**config.mk**
```make
export PLATFORM = sky130hd
export DESIGN_NAME = processor_exec_stage
export DESIGN_NICKNAME = d
export VERILOG_FILES = /design/src/rtl/processor_exec_pkg.sv /design/src/rtl/alu.sv /design/src/rtl/exec_branch_unit.sv /design/src/rtl/mulxx.sv /design/src/rtl/processor_exec_stage.sv
export SDC_FILE = /design/constraint.sdc
export NUM_CORES = 2
export LEC_CHECK = 0
export ABC_AREA = 1
export CORE_ASPECT_RATIO = 0.9
export CORE_MARGIN = 4
export CORE_UTILIZATION = 45
export CTS_CLUSTER_SIZE = 12
export DETAILED_ROUTE_END_ITERATION = 12
export GPL_TIMING_DRIVEN = 0
export PLACE_DENSITY = 0.72
export SLEW_MARGIN = 20
export SYNTH_ARGS = -nofsm -noshare
export SYNTH_HDL_FRONTEND = slang
export SYNTH_SLANG_ARGS = --single-unit
```
**constraint.sdc**
```tcl
create_clock -name clock -period 8.2 [get_ports clock]
set_input_delay 1.23 -clock clock [delete_from_list [all_inputs] [get_ports clock]]
set_output_delay 1.23 -clock clock [all_outputs]
set_load 0.01 [all_outputs]
```
**src/rtl/processor_exec_pkg.sv**
```systemverilog
// Shared definitions for the execute/writeback stage: opcodes, ALU operation
// codes, IF condition codes and the stage state encoding.
package processor_exec_pkg;

  localparam logic [3:0] OP_NOP           = 4'd0;
  localparam logic [3:0] OP_ALU           = 4'd1;
  localparam logic [3:0] OP_MUL_SHIFT     = 4'd2;
  localparam logic [3:0] OP_ADD_IMM8      = 4'd3;
  localparam logic [3:0] OP_MOV_IMM11     = 4'd4;
  localparam logic [3:0] OP_MOV_IMM11_TOP = 4'd5;
  localparam logic [3:0] OP_LOAD          = 4'd6;
  localparam logic [3:0] OP_STORE         = 4'd7;
  localparam logic [3:0] OP_IF            = 4'd8;
  localparam logic [3:0] OP_CALL          = 4'd9;
  localparam logic [3:0] OP_RETURN        = 4'd10;
  localparam logic [3:0] OP_WAIT          = 4'd11;

  localparam logic [3:0] ALU_OP_ADD  = 4'd0;
  localparam logic [3:0] ALU_OP_SUB  = 4'd1;
  localparam logic [3:0] ALU_OP_AND  = 4'd2;
  localparam logic [3:0] ALU_OP_OR   = 4'd3;
  localparam logic [3:0] ALU_OP_XOR  = 4'd4;
  localparam logic [3:0] ALU_OP_NOT  = 4'd5;
  localparam logic [3:0] ALU_OP_SHL  = 4'd6;
  localparam logic [3:0] ALU_OP_SHR  = 4'd7;
  localparam logic [3:0] ALU_OP_SAR  = 4'd8;
  localparam logic [3:0] ALU_OP_MOV  = 4'd9;
  localparam logic [3:0] ALU_OP_SLT  = 4'd10;
  localparam logic [3:0] ALU_OP_SLTU = 4'd11;

  typedef enum logic [2:0] {
    COND_EQZ    = 3'd0,
    COND_NEZ    = 3'd1,
    COND_LTZ    = 3'd2,
    COND_GEZ    = 3'd3,
    COND_GTZ    = 3'd4,
    COND_LEZ    = 3'd5,
    COND_ALWAYS = 3'd6,
    COND_NEVER  = 3'd7
  } if_cond_e;

  typedef enum logic [1:0] {
    EXEC_IDLE = 2'd0,
    EXEC_MUL  = 2'd1,
    EXEC_WAIT = 2'd2
  } exec_state_e;

  function automatic if_cond_e cond_of(input logic [2:0] field);
    return if_cond_e'(field);
  endfunction

endpackage

```
**src/rtl/alu.sv**
```systemverilog
// Combinational integer ALU; shift amounts come from b[4:0].
module alu
  import processor_exec_pkg::*;
#(
  parameter int WORD_SIZE = 18
) (
  input  logic [3:0]           op,
  input  logic [WORD_SIZE-1:0] a,
  input  logic [WORD_SIZE-1:0] b,
  output logic [WORD_SIZE-1:0] result
);

  logic [4:0] sh_s;
  assign sh_s = b[4:0];

  // Operation select
  always_comb begin
    result = '0;
    case (op)
      ALU_OP_ADD:  result = a + b;
      ALU_OP_SUB:  result = a - b;
      ALU_OP_AND:  result = a & b;
      ALU_OP_OR:   result = a | b;
      ALU_OP_XOR:  result = a ^ b;
      ALU_OP_NOT:  result = ~a;
      ALU_OP_SHL:  result = a << sh_s;
      ALU_OP_SHR:  result = a >> sh_s;
      ALU_OP_SAR:  result = $signed(a) >>> sh_s;
      ALU_OP_MOV:  result = b;
      ALU_OP_SLT:  result = {{(WORD_SIZE-1){1'b0}}, ($signed(a) < $signed(b))};
      ALU_OP_SLTU: result = {{(WORD_SIZE-1){1'b0}}, (a < b)};
      default:     result = '0;
    endcase
  end

endmodule

```
**src/rtl/exec_branch_unit.sv**
```systemverilog
// Branch decision and target for IF, CALL and RETURN (combinational).
module exec_branch_unit
  import processor_exec_pkg::*;
#(
  parameter int ADDR_SIZE = 18,
  parameter int WORD_SIZE = 18
) (
  input  logic [3:0]           opcode,
  input  logic [13:0]          code_word,
  input  logic [WORD_SIZE-1:0] rx,
  input  logic [ADDR_SIZE-1:0] ip,
  input  logic [WORD_SIZE-1:0] memory_out,
  output logic                 taken,
  output logic [ADDR_SIZE-1:0] target
);

  logic                 rx_neg_s;
  logic                 rx_zero_s;
  logic                 cond_s;
  logic [ADDR_SIZE-1:0] rel_s;

  assign rx_neg_s  = rx[WORD_SIZE-1];
  assign rx_zero_s = (rx == '0);
  assign rel_s     = {{(ADDR_SIZE-8){code_word[7]}}, code_word[7:0]};

  // IF condition evaluation on rx
  always_comb begin
    cond_s = 1'b0;
    case (cond_of(code_word[10:8]))
      COND_EQZ:    cond_s = rx_zero_s;
      COND_NEZ:    cond_s = !rx_zero_s;
      COND_LTZ:    cond_s = rx_neg_s;
      COND_GEZ:    cond_s = !rx_neg_s;
      COND_GTZ:    cond_s = !rx_neg_s && !rx_zero_s;
      COND_LEZ:    cond_s = rx_neg_s || rx_zero_s;
      COND_ALWAYS: cond_s = 1'b1;
      COND_NEVER:  cond_s = 1'b0;
      default:     cond_s = 1'b0;
    endcase
  end

  // Redirect decision and target per control-flow opcode
  always_comb begin
    taken  = 1'b0;
    target = '0;
    case (opcode)
      OP_IF: begin
        taken  = cond_s;
        target = ip + rel_s;
      end
      OP_CALL: begin
        taken  = 1'b1;
        target = ADDR_SIZE'(code_word);
      end
      OP_RETURN: begin
        taken  = 1'b1;
        target = memory_out[ADDR_SIZE-1:0];
      end
      default: begin
        taken  = 1'b0;
        target = '0;
      end
    endcase
  end

endmodule

```
**src/rtl/mulxx.sv**
```systemverilog
// Signed multiply followed by an arithmetic right shift, truncated to one word.
module mulxx #(
  parameter int WORD_SIZE = 18
) (
  input  logic [WORD_SIZE-1:0] a,
  input  logic [WORD_SIZE-1:0] b,
  input  logic [4:0]           shift,
  output logic [WORD_SIZE-1:0] result
);

  localparam int PW = 2 * WORD_SIZE;

  logic signed [PW-1:0] a_ext_s;
  logic signed [PW-1:0] b_ext_s;
  logic signed [PW-1:0] prod_s;

  assign a_ext_s = {{WORD_SIZE{a[WORD_SIZE-1]}}, a};
  assign b_ext_s = {{WORD_SIZE{b[WORD_SIZE-1]}}, b};
  assign prod_s  = a_ext_s * b_ext_s;
  assign result  = WORD_SIZE'(prod_s >>> shift);

endmodule

```
**src/rtl/processor_exec_stage.sv**
```systemverilog
// Execute/writeback stage of the 18-bit core with multi-cycle MUL and WAIT stalls.
// Optional retired-instruction counter enabled by defining PROCESSOR_EXEC_PERF_EN.
module processor_exec_stage
  import processor_exec_pkg::*;
#(
  parameter int ADDR_SIZE   = 18,
  parameter int WORD_SIZE   = 18,
  parameter int MUL_LATENCY = 2,
  parameter int LINK_REG    = 7
) (
  input  logic                 clock,
  input  logic                 reset,
  input  logic                 in_valid,
  output logic                 in_ready,
  input  logic [WORD_SIZE-1:0] alu_data0,
  input  logic [WORD_SIZE-1:0] alu_data1,
  input  logic [WORD_SIZE-1:0] data1_plus_imm8,
  input  logic [WORD_SIZE-1:0] code_word,
  input  logic [ADDR_SIZE-1:0] ip,
  input  logic [ADDR_SIZE-1:0] ip_plus_one,
  input  logic [WORD_SIZE-1:0] memory_out,
  output logic                 reg_write_enable,
  output logic [2:0]           reg_write_addr,
  output logic [WORD_SIZE-1:0] reg_write_data,
  output logic                 mem_write_enable,
  output logic [ADDR_SIZE-1:0] mem_write_addr,
  output logic [WORD_SIZE-1:0] mem_write_data,
  output logic                 jump_valid,
  output logic [ADDR_SIZE-1:0] jump_addr,
  output logic                 busy,
  output logic [31:0]          perf_retired
);

  localparam int CNT_W = 11;

  exec_state_e          state_r, state_nx_s;
  logic [CNT_W-1:0]     cnt_r, cnt_nx_s;
  logic [WORD_SIZE-1:0] mul_a_r, mul_a_nx_s;
  logic [WORD_SIZE-1:0] mul_b_r, mul_b_nx_s;
  logic [4:0]           mul_sh_r, mul_sh_nx_s;
  logic [2:0]           mul_dest_r, mul_dest_nx_s;

  logic                 wb_en_nx_s;
  logic [2:0]           wb_addr_nx_s;
  logic [WORD_SIZE-1:0] wb_data_nx_s;
  logic                 st_en_nx_s;
  logic [ADDR_SIZE-1:0] st_addr_nx_s;
  logic [WORD_SIZE-1:0] st_data_nx_s;
  logic                 jv_nx_s;
  logic [ADDR_SIZE-1:0] ja_nx_s;

  logic [3:0]           opcode_s;
  logic [2:0]           rx_idx_s;
  logic [CNT_W-1:0]     wait_n_s;
  logic                 accept_s;
  logic                 mul_done_s;
  logic                 wait_done_s;
  logic [WORD_SIZE-1:0] alu_result_s;
  logic [WORD_SIZE-1:0] mul_result_s;
  logic [WORD_SIZE-1:0] mul_a_s;
  logic [WORD_SIZE-1:0] mul_b_s;
  logic [4:0]           mul_sh_s;
  logic                 br_taken_s;
  logic [ADDR_SIZE-1:0] br_target_s;

  assign opcode_s    = code_word[17:14];
  assign rx_idx_s    = code_word[13:11];
  assign wait_n_s    = code_word[10:0];
  assign in_ready    = !reset && (state_r == EXEC_IDLE);
  assign accept_s    = in_valid && in_ready;
  assign mul_done_s  = (cnt_r == CNT_W'(MUL_LATENCY - 1));
  assign wait_done_s = (cnt_r == 11'd1);

  // A stalled multiply computes from its latched operands, not from stage 2
  assign mul_a_s  = (state_r == EXEC_MUL) ? mul_a_r  : alu_data0;
  assign mul_b_s  = (state_r == EXEC_MUL) ? mul_b_r  : alu_data1;
  assign mul_sh_s = (state_r == EXEC_MUL) ? mul_sh_r : code_word[4:0];

  alu #(.WORD_SIZE(WORD_SIZE)) u_alu (
    .op     (code_word[3:0]),
    .a      (alu_data0),
    .b      (alu_data1),
    .result (alu_result_s)
  );

  mulxx #(.WORD_SIZE(WORD_SIZE)) u_mulxx (
    .a      (mul_a_s),
    .b      (mul_b_s),
    .shift  (mul_sh_s),
    .result (mul_result_s)
  );

  exec_branch_unit #(.ADDR_SIZE(ADDR_SIZE), .WORD_SIZE(WORD_SIZE)) u_branch (
    .opcode     (opcode_s),
    .code_word  (code_word[13:0]),
    .rx         (alu_data0),
    .ip         (ip),
    .memory_out (memory_out),
    .taken      (br_taken_s),
    .target     (br_target_s)
  );

  // Next state, stall counter and next registered results
  always_comb begin
    state_nx_s    = state_r;
    cnt_nx_s      = cnt_r;
    mul_a_nx_s    = mul_a_r;
    mul_b_nx_s    = mul_b_r;
    mul_sh_nx_s   = mul_sh_r;
    mul_dest_nx_s = mul_dest_r;
    wb_en_nx_s    = 1'b0;
    wb_addr_nx_s  = 3'd0;
    wb_data_nx_s  = '0;
    st_en_nx_s    = 1'b0;
    st_addr_nx_s  = '0;
    st_data_nx_s  = '0;
    jv_nx_s       = 1'b0;
    ja_nx_s       = '0;
    case (state_r)
      EXEC_IDLE: begin
        if (accept_s) begin
          case (opcode_s)
            OP_ALU: begin
              wb_en_nx_s   = 1'b1;
              wb_addr_nx_s = rx_idx_s;
              wb_data_nx_s = alu_result_s;
            end
            OP_MUL_SHIFT: begin
              if (MUL_LATENCY > 1) begin
                mul_a_nx_s    = alu_data0;
                mul_b_nx_s    = alu_data1;
                mul_sh_nx_s   = code_word[4:0];
                mul_dest_nx_s = rx_idx_s;
                cnt_nx_s      = 11'd1;
                state_nx_s    = EXEC_MUL;
              end else begin
                wb_en_nx_s   = 1'b1;
                wb_addr_nx_s = rx_idx_s;
                wb_data_nx_s = mul_result_s;
              end
            end
            OP_ADD_IMM8: begin
              wb_en_nx_s   = 1'b1;
              wb_addr_nx_s = rx_idx_s;
              wb_data_nx_s = data1_plus_imm8;
            end
            OP_MOV_IMM11: begin
              wb_en_nx_s   = 1'b1;
              wb_addr_nx_s = rx_idx_s;
              wb_data_nx_s = {{(WORD_SIZE-11){code_word[10]}}, code_word[10:0]};
            end
            OP_MOV_IMM11_TOP: begin
              wb_en_nx_s   = 1'b1;
              wb_addr_nx_s = rx_idx_s;
              wb_data_nx_s = {code_word[10:0], {(WORD_SIZE-11){1'b0}}};
            end
            OP_LOAD: begin
              wb_en_nx_s   = 1'b1;
              wb_addr_nx_s = rx_idx_s;
              wb_data_nx_s = memory_out;
            end
            OP_STORE: begin
              st_en_nx_s   = 1'b1;
              st_addr_nx_s = data1_plus_imm8[ADDR_SIZE-1:0];
              st_data_nx_s = alu_data0;
            end
            OP_IF, OP_RETURN: begin
              jv_nx_s = br_taken_s;
              ja_nx_s = br_target_s;
            end
            OP_CALL: begin
              jv_nx_s      = br_taken_s;
              ja_nx_s      = br_target_s;
              wb_en_nx_s   = 1'b1;
              wb_addr_nx_s = 3'(LINK_REG);
              wb_data_nx_s = WORD_SIZE'(ip_plus_one);
            end
            OP_WAIT: begin
              if (wait_n_s != 11'd0) begin
                cnt_nx_s   = wait_n_s;
                state_nx_s = EXEC_WAIT;
              end else begin
                state_nx_s = EXEC_IDLE;
              end
            end
            default: state_nx_s = EXEC_IDLE;
          endcase
        end else begin
          state_nx_s = EXEC_IDLE;
        end
      end
      EXEC_MUL: begin
        if (mul_done_s) begin
          wb_en_nx_s   = 1'b1;
          wb_addr_nx_s = mul_dest_r;
          wb_data_nx_s = mul_result_s;
          state_nx_s   = EXEC_IDLE;
        end else begin
          cnt_nx_s = cnt_r + 11'd1;
        end
      end
      EXEC_WAIT: begin
        if (wait_done_s) begin
          state_nx_s = EXEC_IDLE;
        end else begin
          cnt_nx_s = cnt_r - 11'd1;
        end
      end
      default: state_nx_s = EXEC_IDLE;
    endcase
  end

  // State, operand latches and registered results
  always_ff @(posedge clock or posedge reset) begin
    if (reset) begin
      state_r          <= EXEC_IDLE;
      cnt_r            <= 11'd0;
      mul_a_r          <= '0;
      mul_b_r          <= '0;
      mul_sh_r         <= 5'd0;
      mul_dest_r       <= 3'd0;
      busy             <= 1'b0;
      reg_write_enable <= 1'b0;
      reg_write_addr   <= 3'd0;
      reg_write_data   <= '0;
      mem_write_enable <= 1'b0;
      mem_write_addr   <= '0;
      mem_write_data   <= '0;
      jump_valid       <= 1'b0;
      jump_addr        <= '0;
    end else begin
      state_r          <= state_nx_s;
      cnt_r            <= cnt_nx_s;
      mul_a_r          <= mul_a_nx_s;
      mul_b_r          <= mul_b_nx_s;
      mul_sh_r         <= mul_sh_nx_s;
      mul_dest_r       <= mul_dest_nx_s;
      busy             <= (state_nx_s != EXEC_IDLE);
      reg_write_enable <= wb_en_nx_s;
      reg_write_addr   <= wb_addr_nx_s;
      reg_write_data   <= wb_data_nx_s;
      mem_write_enable <= st_en_nx_s;
      mem_write_addr   <= st_addr_nx_s;
      mem_write_data   <= st_data_nx_s;
      jump_valid       <= jv_nx_s;
      jump_addr        <= ja_nx_s;
    end
  end

`ifdef PROCESSOR_EXEC_PERF_EN
  logic        retire_s;
  logic [31:0] perf_r;

  // An instruction retires when it completes; stalled ones retire on exit
  always_comb begin
    retire_s = 1'b0;
    case (state_r)
      EXEC_IDLE: begin
        if (!accept_s) begin
          retire_s = 1'b0;
        end else if ((opcode_s == OP_MUL_SHIFT) && (MUL_LATENCY > 1)) begin
          retire_s = 1'b0;
        end else if ((opcode_s == OP_WAIT) && (wait_n_s != 11'd0)) begin
          retire_s = 1'b0;
        end else begin
          retire_s = 1'b1;
        end
      end
      EXEC_MUL:  retire_s = mul_done_s;
      EXEC_WAIT: retire_s = wait_done_s;
      default:   retire_s = 1'b0;
    endcase
  end

  // Retired-instruction counter, wraps naturally
  always_ff @(posedge clock or posedge reset) begin
    if (reset) begin
      perf_r <= 32'd0;
    end else if (retire_s) begin
      perf_r <= perf_r + 32'd1;
    end else begin
      perf_r <= perf_r;
    end
  end

  assign perf_retired = perf_r;
`else
  assign perf_retired = 32'd0;
`endif

endmodule

```
[Yosys cells after proc, flatten, opt, wreduce, memory -nomap -nowiden]
Cells that the tools add are included.
Operators by class
  add/sub/neg operators: 5
  multiply operators: 1
  divide/modulo/power cells: 0
  $lt $le $gt $ge: 2
  eq/ne operators: 37
  shifts and indexed selects: 4
  mux-type cells: 45
  bitwise logic cells: 4
  reductions and logical operators: 22
Operators by type and width (number)
  two-way mux 18 bit: 13
  case mux 18 bit (12 select lines): 1
  case mux 18 bit (6 select lines): 1
  case mux 18 bit (3 select lines): 1
  two-way mux 11 bit: 4
  adder 18 bit: 2
  < comparator 18 bit: 2
  multiplier 18 x 18 -> 36 bit: 1
  case mux 18 bit (2 select lines): 1
  >>> shifter 36 x 5 -> 18 bit: 1
  case mux 11 bit (3 select lines): 1
  == test 4 x 3 -> 1 bit (second input constant): 8
  == test 4 bit (second input constant): 8
  case mux 11 bit (2 select lines): 1
  bitwise AND 18 bit: 1
  logical NOT 18 bit: 1
  NOT 18 bit: 1
  bitwise OR 18 bit: 1
  left shift 18 x 5 -> 18 bit: 1
  >> shifter 18 x 5 -> 18 bit: 1
  >>> shifter 18 x 5 -> 18 bit: 1
  subtractor 18 bit: 1
  bitwise XOR 18 bit: 1
  == test 4 x 2 -> 1 bit (second input constant): 4
  37 further kinds: 62
Word-level totals
  flip-flop bits (word level): 136
  bits in latches: 0
  memory bits (writable): 0
  memory bits (read-only): 0
  input bits: 129
  output and inout bits: 112
  word-level logic and storage cells: 135
  memories kept: 0

[Depth between registers and ports, before layout]
  depth after elaboration: 8
  mapped depth: 45
  depth with buffers taken out: 41

[Hierarchy]
A second synthesis with hierarchy kept.
Second synthesis, totals
  cell total of the unflattened synthesis: 4422
  area total of the unflattened synthesis: 28574.9 µm²
Modules (own cells, without submodules)
  mulxx: times used 1, cells an instance 2134, area an instance 14854.2 µm², sequential area each 0.0 µm²
  processor_exec_stage: times used 1, cells an instance 969, area an instance 7129.3 µm², sequential area each 3403.3 µm²
  alu: times used 1, cells an instance 1046, area an instance 5162.5 µm², sequential area each 0.0 µm²
  exec_branch_unit: times used 1, cells an instance 273, area an instance 1428.9 µm², sequential area each 0.0 µm²

[Worst setup path after synthesis]
OpenSTA, ideal clock, no wires.
  kind: input-to-reg
  start: input alu_data1[2]
  end: register reg_write_data[16]
  library setup time: 116 ps
  arrival time: 7493 ps
  data required time: 8084 ps
  slack: 591 ps
  cell stages on the path: 37
  path buffers: 4
  cells stage by stage: buf_2 inv_1 buf_2 buf_2 o21ai_1 inv_1 buf_2 nor2_1 fa_1 inv_1 fa_1 inv_1 ha_1 inv_1 fa_1 fa_1 fa_1 inv_1 ha_1 nand2_1 inv_1 nand2_1 nand2_1 a21oi_1 nor2_1 nor2_1 nand2_1 nand2_1 nand3_1 nand3_1 nand3_1 nand2_1 nand2_1 nand2_1 nand2_1 nand2_1 nand2_1
On the way
  longest elaborated chain between the ends: 5
  elaborated cells on any way between the ends: 13
  classes of those cells: 2 x add/sub; 1 x mul; 4 x shift; 6 x mux
RTL lines
  from (decl): RTL line processor_exec_stage.sv:16  | input logic [WORD_SIZE-1:0] alu_data1,
  two-way mux 18 bit, or another cell as far along: RTL line processor_exec_stage.sv:76  | assign mul_b_s = (state_r == EXEC_MUL) ? mul_b_r : alu_data1;
  multiplier 18 x 18 -> 36 bit or case mux 18 bit (12 select lines) (tied branches): RTL line mulxx.sv:19, alu.sv:19
  >>> shifter 36 x 5 -> 18 bit or case mux 18 bit (6 select lines) (tied branches): RTL line mulxx.sv:20, processor_exec_stage.sv:122
  two-way mux 18 bit (on tied branches): RTL line processor_exec_stage.sv:193, processor_exec_stage.sv:121
  case mux 18 bit (2 select lines) *: RTL line processor_exec_stage.sv:119  | case (state_r)
  net wb_data_nx_s[16]: RTL line processor_exec_stage.sv:45  | logic [WORD_SIZE-1:0] wb_data_nx_s;
  to (signal assigned): RTL line processor_exec_stage.sv:241  | reg_write_data <= wb_data_nx_s;
  to (decl): RTL line processor_exec_stage.sv:24  | output logic [WORD_SIZE-1:0] reg_write_data,
Mark *: on every way through the listed nets, which the timed path passes. The rest lies on a longest branch.
A chain may end at the register's enable or synchronous reset.

[Final worst setup path]
  start: input alu_data0[9]
  end: register reg_write_data[2]
On the way
  longest elaborated chain between the ends: 5
  elaborated cells on any way between the ends: 11
  classes of those cells: 1 x mul; 4 x shift; 6 x mux
RTL lines
  from (decl): RTL line processor_exec_stage.sv:15  | input logic [WORD_SIZE-1:0] alu_data0,
  two-way mux 18 bit, or another cell as far along: RTL line processor_exec_stage.sv:75  | assign mul_a_s = (state_r == EXEC_MUL) ? mul_a_r : alu_data0;
  multiplier 18 x 18 -> 36 bit or case mux 18 bit (12 select lines) (tied branches): RTL line mulxx.sv:19, alu.sv:19
  >>> shifter 36 x 5 -> 18 bit or case mux 18 bit (6 select lines) (tied branches): RTL line mulxx.sv:20, processor_exec_stage.sv:122
  two-way mux 18 bit (on tied branches): RTL line processor_exec_stage.sv:193, processor_exec_stage.sv:121
  case mux 18 bit (2 select lines) *: RTL line processor_exec_stage.sv:119
  net wb_data_nx_s[2]: RTL line processor_exec_stage.sv:45
Marked as above.

==> results.sh <==
export IMPL_min_path_type="flip-flop to flip-flop"
export IMPL_grt_pass1_wl_um=164000
export IMPL_ios=241
export IMPL_max_freq_mhz=125
export IMPL_die_h_um=240
export IMPL_min_period_ns=8.00
export IMPL_clock_sinks=136
export IMPL_grt_pass1_vias=27602
export IMPL_avgSynthCellArea_um2=6.86
export IMPL_skew_ns=0.0239
export IMPL_dpl_worst_slack_ns=-1.85
export IMPL_path_clk_slew_ns=0.08
export IMPL_rows=84
export IMPL_finalInstanceArea_um2=31500
export IMPL_finalHoldWorstSlack_ns=0.479
export IMPL_synthFlopType="dfrtp_1"
export IMPL_met2_usage_pct=52.1
export IMPL_dpl_cell_area_um2=30000
export IMPL_end_kind="flip-flop"
export IMPL_synth_warning_count=0
export IMPL_crit_fanout=10
export IMPL_gp_congestion=1.07
export IMPL_antenna_found_initial=0
export IMPL_setup_viol=0
export IMPL_mappedNetlistArea_um2=26800
export IMPL_yosysSeqAreaShare_pct=12.7
export IMPL_synth_distinct_cells=67
export IMPL_die_x_um=265
export IMPL_fin_ws_ns=0.205
export IMPL_cts_buffers=17
export IMPL_htree_levels=4
export IMPL_grt_usage_pct=33.8
export IMPL_finalMaxSlewViolations=0
export IMPL_dieArea_um2=63600
export IMPL_cts_root_buf="clkbuf_16"
export IMPL_drv_cap=0
export IMPL_drive_above_1_share_pct=8.84
export IMPL_vias_per_cell=5.64
export IMPL_period_share_pct=97.5
export IMPL_grt_overflow=0
export IMPL_synthArstFlopShare_pct=100
export IMPL_cts_hold_buf=0
export IMPL_routed_wl_um=110000
export IMPL_core_area_um2=58800
export IMPL_grt_max_degree=86
export IMPL_clk_path_buf_depth=2
export IMPL_port_buffers=208
export IMPL_status="completed"
export IMPL_ys_ff_latch=136
export IMPL_vias=28167
export IMPL_insertion_delay_ns=0.48
export IMPL_hold_violations=0
export IMPL_dpl_hpwl_um=90800
export IMPL_required_ns=8.53
export IMPL_worst_setup_path_type="primary input to flip-flop"
export IMPL_ant_nets=0
export IMPL_critPathLaunchType="primary input"
export IMPL_synth_edf_count=0
export IMPL_worstPathArrival_ns=8.33
export IMPL_grtUsageMet3_pct=8.19
export IMPL_busiest_layer="met2"
export IMPL_first_pass_iters=6
export IMPL_layout_nets=4841
export IMPL_utilization_pct=53.6
export IMPL_use_met1_pct=45.3
export IMPL_worst_pin_slew_ns=0.942
export IMPL_slew_headroom_pct=36.6
export IMPL_drcViolationCount=0
export IMPL_cts_tree="done"
export IMPL_synthToLayoutAreaGrowth_pct=17.3
export IMPL_drt_iter0_drc=3550
export IMPL_syn_inst=3911
export IMPL_initial_core_util_pct=45.7
export IMPL_post_drt_wl_per_cell_um=21.9
==> path summary, 6_finish.rpt <==
path / start / end / slack, ns / cells after the start
hold / removal: mul_dest_r[0]$_DFFE_PP0P_ / reg_write_addr[0]$_DFF_PP0_ / 0.48 / 2
max in group asynchronous: reset / mul_b_r[6]$_DFFE_PP0P_ / 6.18 / 3
min in group asynchronous: reset / jump_addr[2]$_DFF_PP0_ / 1.22 / 2
hold reg to reg: mul_dest_r[0]$_DFFE_PP0P_ / reg_write_addr[0]$_DFF_PP0_ / 0.48 / 2
setup / recovery: alu_data0[9] / reg_write_data[2]$_DFF_PP0_ / 0.20 / 26
setup reg to reg: state_r[1]$_DFF_PP0_ / reg_write_data[2]$_DFF_PP0_ / 0.38 / 31
==> flip-flops by register name, summed over array words and instances (netlist names), 2 cells and up <==
name            cells
mul_sh_r            5
reg_write_data     18
mul_dest_r          3
mem_write_data     18
reg_write_addr      3
cnt_r              11
mem_write_addr     18
state_r             2
jump_addr          18
mul_a_r            18
mul_b_r            18
==> cell type report <==
| type | instances | area (um2) |
|---|---|---|
| Fill cell | 5824 | 27300 |
| Multi-Input combinational cell | 2944 | 20400 |
| Sequential cell | 136 | 3400 |
| Inverter | 695 | 2690 |
| Timing Repair Buffer | 252 | 2480 |
| Tap cell | 774 | 968 |
| Buffer | 162 | 938 |
| Clock buffer | 18 | 439 |
| Clock inverter | 14 | 160 |
| Antenna cell | 1 | 2.50 |
==> logic make-up (layout without fill, tap and decap cells) <==
logic type | Yosys count | in the layout | share of synthesized area, %
and+or+nand+nor | 1788 | 1788 | 27.9
buffers and inverters | 862 | 1141 | 13.0
other | 1 | 33 | 0.0140
muxes | 6 | 6 | 0.233
xor gates and xnor gates | 15 | 15 | 0.490
DFF | 136 | 136 | 12.7
AOI/OAI and AO/OA | 599 | 599 | 12.9
adders and majority gates | 504 | 504 | 32.8
==> placed cells by master, fill, tap and decap left out, types with 26 or more instances in the layout <==
cell / count
dfrtp_1: 136
fa_1: 331
o21ai_0: 186
nor3_1: 28
inv_2: 34
conb_1: 32
o21ai_1: 50
ha_1: 162
nand2_1: 1019
clkbuf_1: 41
o22ai_1: 26
nand4_1: 27
buf_4: 81
clkdlybuf4s50_1: 195
buf_2: 48
inv_1: 635
nand3_1: 337
a21oi_1: 170
nor2_1: 303
==> synth_stat cells, types with 29 or more instances <==
master	instances	area [um2]
o21ai_1	51	255
ha_1	172	2150
nand2_1	1019	3820
buf_2	56	280
o21ai_0	206	1030
dfrtp_1	136	3400
nor2_1	315	1180
fa_1	332	6650
clkbuf_1	67	251
nand3_1	337	1690
a21oi_1	173	866
inv_2	29	109
buf_4	38	285
nor3_1	29	145
inv_1	656	2460
==> per-stage QoR <==
stage | setup TNS, ns | instances
final | 0 | 4996
after global routing | -0.0215 | 4995
after CTS | -0.000580 | 4962
after detailed placement | -32.41 | 4925
after global placement | -32.51 | 4924
after floorplan | 0 | 3942
==> worst max-delay path: stages <==
cell,delay (ns)
clkdlybuf4s50_1,0.71
inv_1,0.34
o21ai_4,0.34
clkbuf_2,0.33
nand2_1,0.13
fa_1,0.52
fa_1,0.59
fa_1,0.45
fa_1,0.51
fa_1,0.44
fa_1,0.51
inv_1,0.10
ha_1,0.41
nand2_1,0.13
nor2_1,0.21
nand2_1,0.17
nor2_1,0.13
nand2_1,0.08
nand4_1,0.13
nand3_1,0.13
nand3_1,0.17
nand3_1,0.12
nand3_1,0.12
nand3_1,0.08
nand2_1,0.16
o21ai_1,0.09
==> per-layer routing <==
| metal | wire [um] | part of all wire (%) |
|---|---|---|
| met1 | 44100 | 40 |
| met2 | 48300 | 44 |
| met3 | 11800 | 11 |
| met4 | 5420 | 4.9 |
| met5 | 0 | 0 |
==> what timing repair did <==
action	in CTS	in global routing
setup buffers	7	36
endpoints found under the setup margin	18	18
pin swaps	2	10
gates resized for setup	78	130
Power is not shown: default switching activity piles up to over one toggle a cycle in this logic, so the estimate is an artifact.
